File: config.mk
export PLATFORM = sky130hd
export DESIGN_NAME = seg7_scan_mux
export DESIGN_NICKNAME = d
export VERILOG_FILES = /design/src/rtl/seg7_pkg.sv /design/src/rtl/seg7_scan_mux.sv
export SDC_FILE = /design/constraint.sdc
export NUM_CORES = 1
export LEC_CHECK = 0
export ABC_AREA = 1
export BUFFER_PORTS_ARGS = -buffer_cell sky130_fd_sc_hd__buf_2
export CAP_MARGIN = 40
export CELL_PAD_IN_SITES_DETAIL_PLACEMENT = 2
export CELL_PAD_IN_SITES_GLOBAL_PLACEMENT = 2
export CORE_MARGIN = 5
export CORE_UTILIZATION = 29
export DETAILED_ROUTE_END_ITERATION = 16
export HOLD_SLACK_MARGIN = 0.06
export PLACE_DENSITY = 0.69
export SLEW_MARGIN = 20
export SYNTH_ARGS = -nofsm -noshare
export SYNTH_HDL_FRONTEND = slang
export SYNTH_SLANG_ARGS = --single-unit
File: constraint.sdc
create_clock -name clock -period 2.31 [get_ports clock]
set_input_delay 0.1155 -clock clock [delete_from_list [all_inputs] [get_ports clock]]
set_output_delay 0.1155 -clock clock [all_outputs]
set_load 0.1 [all_outputs]
File: src/rtl/seg7_pkg.sv
// Shared definitions for the two-digit 7-segment scan multiplexer.
package seg7_pkg;

    typedef enum logic [1:0] {
        S_BLANK0 = 2'd0,
        S_DRIVE0 = 2'd1,
        S_BLANK1 = 2'd2,
        S_DRIVE1 = 2'd3
    } seg7_state_t;

    // Active-high "all segments off".
    localparam logic [6:0] SEG_OFF = 7'b0000000;

    localparam int unsigned DIG_UNITS = 0;
    localparam int unsigned DIG_TENS  = 1;

endpackage

File: src/rtl/seg7_scan_mux.sv
// Time-multiplexes two 7-segment patterns onto a shared segment bus with
// a blanking gap between digits, tens leading-zero blanking and a frame tick.
//
// state    | meaning
// S_BLANK0 | all anodes off before the units slot
// S_DRIVE0 | units anode on, latched digit0 on the bus
// S_BLANK1 | all anodes off before the tens slot
// S_DRIVE1 | tens anode on (unless blanked), latched digit1 on the bus
module seg7_scan_mux
    import seg7_pkg::*;
#(
    parameter int SLOT_CYCLES    = 50000,
    parameter int BLANK_CYCLES   = 500,
    parameter int CNT_W          = 16,
    parameter int SEG_ACTIVE_LOW = 1,
    parameter int AN_ACTIVE_LOW  = 1
) (
    input  logic       clock,
    input  logic       reset,
    input  logic       en,
    input  logic [6:0] digit1,
    input  logic [6:0] digit0,
    input  logic       blank1,
    output logic [6:0] seg_out,
    output logic [1:0] an_out,
    output logic       frame_tick
);

    localparam logic [CNT_W-1:0] BLANK_LAST = CNT_W'(BLANK_CYCLES - 1);
    localparam logic [CNT_W-1:0] DRIVE_LAST = CNT_W'(SLOT_CYCLES - BLANK_CYCLES - 1);
    localparam logic [6:0]       SEG_POL    = (SEG_ACTIVE_LOW != 0) ? 7'h7F : 7'h00;
    localparam logic [1:0]       AN_POL     = (AN_ACTIVE_LOW != 0) ? 2'b11 : 2'b00;

    seg7_state_t      state_q, state_d;
    logic [CNT_W-1:0] cnt_q, cnt_d;
    logic [6:0]       hold0_q, hold0_d;
    logic [6:0]       hold1_q, hold1_d;
    logic             hold_blank1_q, hold_blank1_d;
    logic [6:0]       seg_q, seg_d;
    logic [1:0]       an_q, an_d;
    logic             tick_q, tick_d;
    logic [CNT_W-1:0] last_cnt;

    always_comb begin
        state_d       = state_q;
        cnt_d         = cnt_q + CNT_W'(1);
        hold0_d       = hold0_q;
        hold1_d       = hold1_q;
        hold_blank1_d = hold_blank1_q;
        tick_d        = 1'b0;
        last_cnt      = (state_q == S_BLANK0 || state_q == S_BLANK1) ? BLANK_LAST : DRIVE_LAST;

        if (!en) begin
            state_d = S_BLANK0;
            cnt_d   = '0;
        end else if (cnt_q == last_cnt) begin
            cnt_d = '0;
            case (state_q)
                S_BLANK0: begin
                    state_d = S_DRIVE0;
                    hold0_d = digit0;
                end
                S_DRIVE0: state_d = S_BLANK1;
                S_BLANK1: begin
                    state_d       = S_DRIVE1;
                    hold1_d       = digit1;
                    hold_blank1_d = blank1;
                end
                S_DRIVE1: begin
                    state_d = S_BLANK0;
                    tick_d  = 1'b1;
                end
                default: state_d = S_BLANK0;
            endcase
        end

        // Outputs decode from next state so they switch on the same edge as the state.
        seg_d = SEG_OFF;
        an_d  = 2'b00;
        case (state_d)
            S_DRIVE0: begin
                an_d[DIG_UNITS] = 1'b1;
                seg_d           = hold0_d;
            end
            S_DRIVE1: begin
                if (!hold_blank1_d) begin
                    an_d[DIG_TENS] = 1'b1;
                    seg_d          = hold1_d;
                end
            end
            default: begin
                seg_d = SEG_OFF;
                an_d  = 2'b00;
            end
        endcase
    end

    always_ff @(posedge clock or negedge reset) begin
        if (!reset) begin
            state_q       <= S_BLANK0;
            cnt_q         <= '0;
            hold0_q       <= '0;
            hold1_q       <= '0;
            hold_blank1_q <= 1'b0;
            seg_q         <= SEG_OFF;
            an_q          <= 2'b00;
            tick_q        <= 1'b0;
        end else begin
            state_q       <= state_d;
            cnt_q         <= cnt_d;
            hold0_q       <= hold0_d;
            hold1_q       <= hold1_d;
            hold_blank1_q <= hold_blank1_d;
            seg_q         <= seg_d;
            an_q          <= an_d;
            tick_q        <= tick_d;
        end
    end

    assign seg_out    = seg_q ^ SEG_POL;
    assign an_out     = an_q ^ AN_POL;
    assign frame_tick = tick_q;

endmodule

* After elaboration in Yosys (flattened, before gate mapping)
Cells that the tools add are included.
** Word-level totals
- Input bits :: 18
- Register bits :: 43
- Word-level logic and storage cells :: 42
** Operators by class
- $add $sub $neg :: 1
- Muxes and demuxes :: 23
- Reduce and logical (&&, ||, !) cells :: 2
- Bitwise logic cells :: 2
- Eq/ne operators :: 6
** Operator list (count)
- $mux W7 :: 7
- $mux W16 :: 3
- $add A16 B1 Y16 const B :: 1
- $eq A16 B16 Y1 :: 1
- $pmux W7 S2 :: 1
- $mux W1 :: 9
- $pmux W2 S4 :: 1
- $not A7 Y7 :: 1
- $eq A2 B2 Y1 const B :: 3
- $eq A2 B1 Y1 const B :: 2
- $mux W2 :: 2
- $logic_not A2 Y1 :: 1
- $not A2 Y2 :: 1
- $logic_or A1 B1 Y1 :: 1

* Longest topological paths before layout
Gate-level depths: netlist (run 1).
- Word-level depth :: 8
- Depth in mapped cells :: 14

* Least setup slack after synthesis (run 1)
Ideal clock, no wire load.
- Path kind :: register to register
- Start :: register state_q[0]
- End :: register seg_q[5]
- Cell stages (with the launch flop) :: 12
- Buffers on the path :: 2
- Setup slack :: 0.467 ns
- Library setup time :: 0.118 ns
- Arrival time :: 1.726 ns
- Path through :: dfrtp_1 buf_2 inv_1 ha_1 clkbuf_1 or2_2 nand3_4 nand2_2 nand2_2 clkinv_2 nand3_1 nand2_1
** Between the ends
- Word-level cells in the longest chain between the ends :: 8
- Elaborated cells between the ends (all ways) :: 23
- Those cells by class :: eq/ne: 6; mux: 15; reduce/logical: 2
** Ends and longest elaborated chain
- start: declaration :: line seg7_scan_mux.sv:34 : seg7_state_t state_q, state_d;
- start signal: assignment :: line seg7_scan_mux.sv:109 : state_q <= state_d;
- $eq A2 B2 Y1 / $logic_not A2 Y1 (equally long branches) :: line seg7_scan_mux.sv:51, seg7_scan_mux.sv:58
- $logic_or A1 B1 Y1 :: line seg7_scan_mux.sv:51 : last_cnt = (state_q == S_BLANK0 || state_q == S_BLANK1) ? BLANK_LAST : DRIVE_LAST;
- $mux W16 :: line seg7_scan_mux.sv:51
- $eq A16 B16 Y1 :: line seg7_scan_mux.sv:56 : end else if (cnt_q == last_cnt) begin
- $mux W2 (*) :: line seg7_scan_mux.sv:56
- $mux W2 (*) :: line seg7_scan_mux.sv:53 : if (!en) begin
- via state_d[0] :: line seg7_scan_mux.sv:34
- $eq A2 B2 Y1 / $eq A2 B1 Y1 (equally long branches) :: line seg7_scan_mux.sv:80 : case (state_d)
- $pmux W7 S2 (*) :: line seg7_scan_mux.sv:80
- via seg_d[5] :: line seg7_scan_mux.sv:39 : logic [6:0] seg_q, seg_d;
- end signal: assignment :: line seg7_scan_mux.sv:114 : seg_q <= seg_d;
- end: declaration :: line seg7_scan_mux.sv:39
Mark *: on every way through the listed nets, which the timed path passes. The rest lies on a longest branch.

* Worst setup path in the final report (run 1)
- Start :: register cnt_q[0]
- End :: register seg_q[3]
** Between the ends
- Elaborated cells between the ends (all ways) :: 13
- Those cells by class :: eq/ne: 3; mux: 10
** RTL lines
- start: declaration :: line seg7_scan_mux.sv:35 : logic [CNT_W-1:0] cnt_q, cnt_d;
- start signal: assignment :: line seg7_scan_mux.sv:110 : cnt_q <= cnt_d;
- $eq A16 B16 Y1 :: line seg7_scan_mux.sv:56
- $mux W7 :: line seg7_scan_mux.sv:56
- $mux W7 :: line seg7_scan_mux.sv:53
- via hold0_d[3] :: line seg7_scan_mux.sv:36 : logic [6:0] hold0_q, hold0_d;
- $pmux W7 S2 :: line seg7_scan_mux.sv:80
- via seg_d[3] :: line seg7_scan_mux.sv:39
The timed path passes the listed nets, and every way through them passes these cells.

==> results of run 1 <==
worst min-delay path, delay by kind of cell:
family / cells / cell delay, ns
buf+inv: 2 / 0.13
compound gates: 1 / 0.07
cell usage after synthesis, drive strengths merged:
cell type | n | area share
or2 | 1 | 0.0028
xnor2 | 2 | 0.0079
o21ai | 11 | 0.030
nor3 | 8 | 0.018
clkinv | 2 | 0.0039
nor3b | 1 | 0.0034
xor2 | 6 | 0.024
nand4 | 12 | 0.034
a21oi | 5 | 0.016
nand3 | 24 | 0.068
dfrtp | 43 | 0.48
inv | 40 | 0.067
nor4 | 4 | 0.014
clkbuf | 3 | 0.0056
nor2 | 33 | 0.069
ha | 4 | 0.022
buf | 3 | 0.014
nand2 | 64 | 0.12
area by class of cell:
class / count / area share
sequential: 43 / 0.4147
inverter: 42 / 0.06123
timing repair buffer: 34 / 0.07522
multi-input combinational: 175 / 0.3669
tap: 102 / 0.04918
clock buffer: 6 / 0.02797
clock inverter: 2 / 0.004822
cells by family after synthesis:
logic type | synth area share
buffers and inverters | 0.09085
AOI/OAI and AO/OA | 0.04599
adders and majority gates | 0.02243
xor gates and xnor gates | 0.03141
and+or+nand+nor | 0.3270
DFF | 0.4823
stage by stage:
| step | worst slack [ns] | instances | hold slack (ns) | area (µm²) | power (µW) |
|---|---|---|---|---|---|
| final | 0.2813 | 404 | 0.07215 | 2595 | 1308 |
| after global routing | 0.06138 | 404 | 0.07769 | 2595 | 1375 |
| after CTS | 0.2317 | 404 | 0.06318 | 2595 | 1340 |
| after detailed placement | 0.2504 | 393 | 0.07769 | 2480 | 836.2 |
| after global placement | 0.3513 | 393 | 0.07517 | 2480 | 834.9 |
| after floorplan | 0.4666 | 266 | -0.1801 | 2231 | 794.9 |
power groups by stage:
stage,sequential (µW),clock (µW),combinational [µW]
detailed placement,775,0,61.4
global route,760,542,71.8
CTS,760,515,65.8
finish,760,487,62.0
global placement,774,0,60.6
floorplan,774,0,21.0
routing by layer:
| layer | wire, µm | vias to the layer above | GRT usage |
|---|---|---|---|
| li1 | - | 914 | - |
| met1 | 2746 | 942 | 0.1726 |
| met2 | 2885 | 20 | 0.2193 |
| met3 | 135 | 4 | 0.02943 |
| met4 | 62 | 0 | 0.04153 |
| met5 | 0 | - | 0 |
registers in the layout, summed over array words and instances, names as in the netlist:
| signal | flops |
|---|---|
| frame_tick | 1 |
| hold0_q | 7 |
| an_q | 2 |
| state_q | 2 |
| hold1_q | 7 |
| cnt_q | 16 |
| seg_q | 7 |
| hold_blank1_q | 1 |
path summary, 6_finish.rpt:
path / endpoint / cells after the start / slack (ns) / from
worst max-delay path: seg_q[3] / 11 / 0.28 / cnt_q[0]
worst min-delay path: hold0_q[1] / 3 / 0.07 / digit0[1]
worst max register to register: seg_q[3] / 11 / 0.28 / cnt_q[0]
worst min register to register: cnt_q[0] / 1 / 0.48 / cnt_q[0]
max in group asynchronous: hold0_q[1] / 3 / 1.33 / reset
min in group asynchronous: cnt_q[3] / 2 / 0.29 / reset
==> metrics, run 1 <==
core area=7607 µm²; CTS root buffer=clkbuf_8; initial core utilization=0.2933; startpoint class of the critical path=flip-flop; CTS Sinks=43; initial antenna violation count=0; Yosys warnings=0; clk_skew=between 0.004 and 0.005 ns; FILL cells=900; Routed Antenna Nets=0; P_int=989.9 µW; PD cells=504.2 nW/µm²; CTS Buf Count=5; WL/cell=14.43 µm; Setup CP Type=reg2reg; Crit. End Element=flip-flop; largest net degree at the start of global routing=27; Mapped Avg Cell Area=between 8 and 9 µm²; Setup TNS=0 ns; number of synthesized register bits=43; clock-pin transition on the worst setup and hold timing paths=approximately 0.090 ns; syn nets=288; Max Clock Freq=492.9 MHz; period utilization=0.8782; Gates resized, CTS repair=0; endpoints failing hold=0; Worst-Margin Slew=0.4905 ns; die area=approximately 9500 µm²; outcome=finished, final reports clean; nets@finish=323; Vias=1880; share of layout cells above drive strength 1=0.2252; H-tree depth=2; number of setup buffers added after CTS=0; antenna cells=0; Leak=0.001223 µW; Largest delay share family, worst path=simple AND/OR/NAND/NOR gates; GRT Overall Usage=0.1325; hpwl dp=4445 µm; switching portion of total power=0.2434; CTS tree=done; CTS Hold Bufs=3; number of global-route vias before repair=approximately 2.1k; Area growth syn-to-layout=16.32%; worst-case clock buffer depth=2; fin crit period=2.029 ns; clock latency at the later pin of the worst-skew pair=0.30 ns; Synth cell types=33; Die Wd=97.71 µm; switching power of the nets=between 300 and 400 µW; Peak supply drop=229.1 µV; row cnt=32; number of setup violations in the final report=0; WP buf/inv=1; DR pass1 iterations=4; Max stage delay on crit path=between 0.3 and 0.4 ns; WL final=5829 µm; Iter 0 DRT Violations=between 50 and 60; worst hold path class=in2reg; most frequent cells in the layout=57 x nand2_1, 43 x dfrtp_1, 35 x inv_1, 27 x nor2_1, 27 x buf_2; Mapped Area=2231 µm²; Slowest cell on crit path=dfrtp_1; clock share of power=0.372; first-pass GRT wire length=between 10000 and 15000 µm; Max Cap Viol=0; headroom to the max-slew limit=0.6753; required time of the critical path=approximately 2.6 ns; Critical Path AT=2.27 ns; IO Pins=28; Placer Congestion=0.7569; vias per cell=4.653; crit-path cells=ha_1, inv_1, nor2_2, nand2_2, nor2_4, nand2_2, nor2_4, nand3_2, o21ai_1, nand2_1, nand2_1; register area share after synthesis=0.4823; Seq. cell area=1076 µm²; Vert. Die Dim=97.71 µm; DRC errors left=0; most common cell after layout, fill and taps aside=nand2_1; number of port buffers=27; Seq pwr share=0.581; CP Max Fanout=14; Comb power frac=0.047; Synth Instances=around 270; RSZ-0062 raised after global routing=false; grt total ovfl=0; Max Slew Vio Count=0; area of the multi-input gates=952.2 µm²; Final Util=0.3411
(Power assumes the default switching activity.)
==> run 2, diff against run 1 <==
- CORE_MARGIN: 5 -> 3
- REMOVE_ABC_BUFFERS: unset -> 1
==> metrics, run 2 (synthesis results as in run 1) <==
Crit. End Element=flip-flop; Iter 0 DRT Violations=81; Placer Congestion=0.7307; max reg flops=16; Peak supply drop=200.5 µV; required time of the critical path=2.51 ns; Setup TNS=0 ns; Vias=1854; RSZ-0062 raised after global routing=false; P_int=1104 µW; Comb power frac=0.045; Max Cap Viol=0; initial antenna violation count=0; Seq. cell area=approximately 1100 µm²; grt total ovfl=0; endpoints failing hold=0; outcome=finished, final reports clean; CTS Hold Bufs=6; die area=8782 µm²; row cnt=31; number of setup violations in the final report=0; switching power of the nets=326.4 µW; Routed Antenna Nets=0; GRT Overall Usage=0.1498; Area growth syn-to-layout=19.41%; clock-pin transition on the worst setup and hold timing paths=roughly 0.09 ns; IO Pins=28; initial core utilization=0.3027; Gates resized, CTS repair=0; CTS Sinks=43; first-pass GRT wire length=10240 µm; DP Cell Count=392; largest net degree at the start of global routing=44; Leak=approximately 0.0013 µW; most frequent cells in the layout=57 x nand2_1, 43 x dfrtp_1, 35 x inv_1, 27 x nor2_1, 27 x buf_2; Seq pwr share=0.531; WL final=between 5000 and 6000 µm; CP Max Fanout=8; filler-free cell count of the finished design=406; CTS Buf Count=5; Max Slew Vio Count=0; share of layout cells above drive strength 1=0.2313; hpwl dp=between 4000 and 5000 µm; Critical Path AT=around 2.1 ns; clock latency at the later pin of the worst-skew pair=0.31 ns; period utilization=0.8369; number of global-route vias before repair=approximately 2.1k; Most flops, register=cnt_q; vias per cell=4.567; Worst-Margin Slew=0.5667 ns; Vert. Die Dim=93.71 µm; PD cells=~540 nW/µm²; Setup CP Type=reg2reg; pre-CTS setup slack=0.3532 ns; H-tree depth=2; worst-case clock buffer depth=2; fin crit period=1.933 ns; core area=7370 µm²; worst hold path class=in2reg; DRC errors left=0; FILL cells=863; antenna cells=0; Max Clock Freq=about 520 MHz; headroom to the max-slew limit=0.6222; WL/cell=14.58 µm; switching portion of total power=0.2283; clk_skew=0.01451 ns; CTS root buffer=clkbuf_8; area of the multi-input gates=952.2 µm²; nets@finish=328; Die Wd=93.71 µm; CTS tree=done; clock share of power=0.424; most common cell after layout, fill and taps aside=nand2_1; startpoint class of the critical path=flip-flop; setup ws final=around 0.38 ns; number of setup buffers added after CTS=0; number of port buffers=27; DR pass1 iterations=3
==> run 2: power groups by stage <==
stage | Clock (µW) | Combinational [µW] | Sequential (µW)
after floorplan | 0 | 16.3 | 774
after global placement | 0 | 58.1 | 774
after detailed placement | 0 | 58.9 | 775
after CTS | 631 | 67.0 | 760
after global routing | 656 | 76.5 | 760
final | 606 | 65.0 | 759
==> run 2: layout make-up <==
type | instances | area share
Clock buffer | 5 | 0.02583
Tap cell | 99 | 0.04650
Inverter | 42 | 0.05965
Multi-Input combinational cell | 175 | 0.3574
Sequential cell | 43 | 0.4039
Clock inverter | 3 | 0.01644
Timing Repair Buffer | 39 | 0.09018
==> run 2: per-stage QoR <==
step | area (µm²) | power, µW | utilization | hold slack, ns
floorplan | 2187 | 790.2 | - | -0.1801
global placement | 2491 | 832.2 | 0.3380 | 0.2358
detailed placement | 2491 | 833.5 | 0.3380 | 0.2358
CTS | 2664 | 1458 | 0.3615 | 0.06791
global route | 2664 | 1493 | 0.3615 | 0.07876
finish | 2664 | 1430 | 0.3615 | 0.07145
==> run 2: worst max-delay path, cell delays in order, from the launching register on <==
cell and delay [ns]:
dfrtp_1 0.37, ha_1 0.20, inv_1 0.08, nor2_2 0.12, nand2_2 0.08, nor2_4 0.11
nand2_2 0.07, nor2_4 0.17, nand3_2 0.19, nand2_1 0.12, nand2_2 0.13, nand3_1 0.13
nand2_1 0.06
==> run 2: final timing paths <==
path | startpoint | cells past startpoint | to | slack [ns]
min in group asynchronous | reset | 3 | cnt_q[9] | 0.42
worst min register to register | cnt_q[0] | 1 | cnt_q[0] | 0.46
worst max-delay path | cnt_q[0] | 12 | seg_q[4] | 0.38
worst max register to register | cnt_q[0] | 12 | seg_q[4] | 0.38
worst min-delay path | digit0[3] | 3 | hold0_q[3] | 0.07
max in group asynchronous | reset | 3 | cnt_q[2] | 1.48
==> run 2: metal layers <==
metal | share of wire | wire length [µm] | track usage
met1 | 0.48 | 2864 | 0.2030
met2 | 0.48 | 2850 | 0.2431
met3 | 0.022 | 130 | 0.02885
met4 | 0.012 | 73 | 0.04332
met5 | 0 | 0 | 0
==> run 3, diff against run 2 <==
- clock period: 2.31 -> 2 ns (I/O delays scaled with it)
==> metrics, run 3 (synthesis results as in run 1) <==
Max Cap Viol=0; required time of the critical path=about 2.2 ns; Iter 0 DRT Violations=37; fin crit period=1.850 ns; max reg flops=16; headroom to the max-slew limit=0.6632; most frequent cells in the layout=57 x nand2_1, 41 x dfrtp_1, 34 x inv_1, 27 x buf_2, 26 x nor2_1; period utilization=0.9249; Worst-Margin Slew=0.5051 ns; min-delay src=digit0[3]; Critical path origin=cnt_q[0]; WL final=6394 µm; clock latency at the later pin of the worst-skew pair=0.30 ns; RSZ-0062 raised after global routing=true; Vert. Die Dim=93.71 µm; WL/cell=15.33 µm; grt total ovfl=0; Leak=roughly 0.0013 µW; number of setup violations in the final report=0; worst hold path class=in2reg; Critical Path AT=~2.0 ns; outcome=finished, final reports clean; Max Clock Freq=540.6 MHz; worst-case clock buffer depth=2; largest net degree at the start of global routing=23; Vias=~1.9k; design area=2801 µm²; GRT Overall Usage=0.1548; startpoint class of the critical path=flip-flop; initial antenna violation count=0; first-pass GRT wire length=10560 µm; CTS Sinks=43; CTS root buffer=clkbuf_8; dpl cell area=2514 µm²; Max Slew Vio Count=0; nets@finish=339; setup ws final=0.1502 ns; FF-to-FF Start=cnt_q[0]; met2 Use GR=0.2561; share of layout cells above drive strength 1=0.2893; DRC errors left=0; number of global-route vias before repair=about 2.1k; Placer Congestion=0.7480; CTS Buf Count=5; Most flops, register=cnt_q; filler-free cell count of the finished design=approximately 420; CTS tree=done; DP Cell Count=395; antenna cells=0; clk_skew=approximately 0.013 ns; endpoints failing hold=0; number of port buffers=27; Min Hold Slack=0.06677 ns; Slowest cell on crit path=dfrtp_1; PD cells=544.6 nW/µm²; DR pass1 iterations=4; most crowded layer after global routing=met2; IO Pins=28; row cnt=31; H-tree depth=2; Max stage delay on crit path=0.41 ns; core area=7370 µm²; Die Wd=93.71 µm; pre-CTS setup slack=0.03937 ns; GRT met3 Usage=0.03125; CP Max Fanout=7; crit-path cells=ha_4, inv_4, nor2_4, nand2_2, nor2_4, nand3_1, nand3_1, nand2_4, nand2_2, clkinv_2, nand3_2, nand2_1; Crit. End Element=flip-flop; hpwl dp=about 4500 µm; clock-pin transition on the worst setup and hold timing paths=~0.090 ns; FILL cells=~900; Setup CP Type=reg2reg; most common cell after layout, fill and taps aside=nand2_1; total power=about 1500 µW; met1 Use GR=0.2036; vias per cell=4.583; Routed Antenna Nets=0; Area growth syn-to-layout=25.57%; die area=8782 µm²; Peak supply drop=258.2 µV; initial core utilization=0.3027
[run 3: cell count changes in the layout (fill, tap and decap cells not counted), sizes merged]
| cell | before | now |
|---|---|---|
| bufinv | 1 | 0 |
| buf | 33 | 43 |
| clkinvlp | 0 | 1 |
| dlygate4sd3 | 6 | 7 |
| clkinv | 4 | 3 |
| clkbuf | 5 | 6 |
[run 3: final cells by class]
type	count	area [µm²]	area share
clock inverters	2	12.51	0.004466
well taps	99	123.9	0.04422
repair buffers	50	329.1	0.1175
flip-flops and latches	43	1079	0.3850
clock buffers	6	72.57	0.02590
inverters	42	161.4	0.05762
multi-input cells	175	1023	0.3653
[run 3: report_power, final]
part / switching [µW] / total [µW] / internal (µW)
Clock: 315 / 560 / 245
Sequential: 6.48 / 880 / 873
Combinational: 49.8 / 85.8 / 36.0
[run 3: metrics by stage]
stage / setup TNS [ns] / utilization
6_report: 0 / 0.3801
5_1_grt: -0.2039 / 0.3801
4_1_cts: 0 / 0.3647
3_5_place_dp: 0 / 0.3411
3_3_place_gp: 0 / 0.3411
2_1_floorplan: 0 / -
[run 3: worst max-delay path: cells and delay by family (launching register included)]
kind / cells / cell delay (ns)
and+or+nand+nor: 9 / 0.96
DFF: 1 / 0.41
buffers and inverters: 2 / 0.20
adders and majority gates: 1 / 0.17
[run 3: worst paths after layout]
kind | cells after the start | endpoint | slack, ns
min reg2reg | 2 | hold0_q[2] | 0.48
min in group asynchronous | 2 | cnt_q[9] | 0.30
max | 12 | seg_q[2] | 0.15
max reg2reg | 12 | seg_q[2] | 0.15
max in group asynchronous | 3 | state_q[0] | 1.00
min | 3 | hold0_q[3] | 0.07
[run 3: metal layers]
metal / vias up / routed length, µm / part of all wire
li1: 944 / - / -
met1: 944 / 3029 / 0.47
met5: - / 0 / 0
met4: 0 / 82 / 0.013
met2: 17 / 3138 / 0.49
met3: 6 / 144 / 0.023
[run 3: timing repair]
item / 4_1_cts / 5_1_grt
pin swaps: 2 / 7
setup buffers: 0 / 7
hold buffers: 7 / 0
setup endpoints to repair: 4 / 12
hold endpoints to repair: 27 / 0
gates resized for setup: 4 / 15
gates cloned: 0 / 0
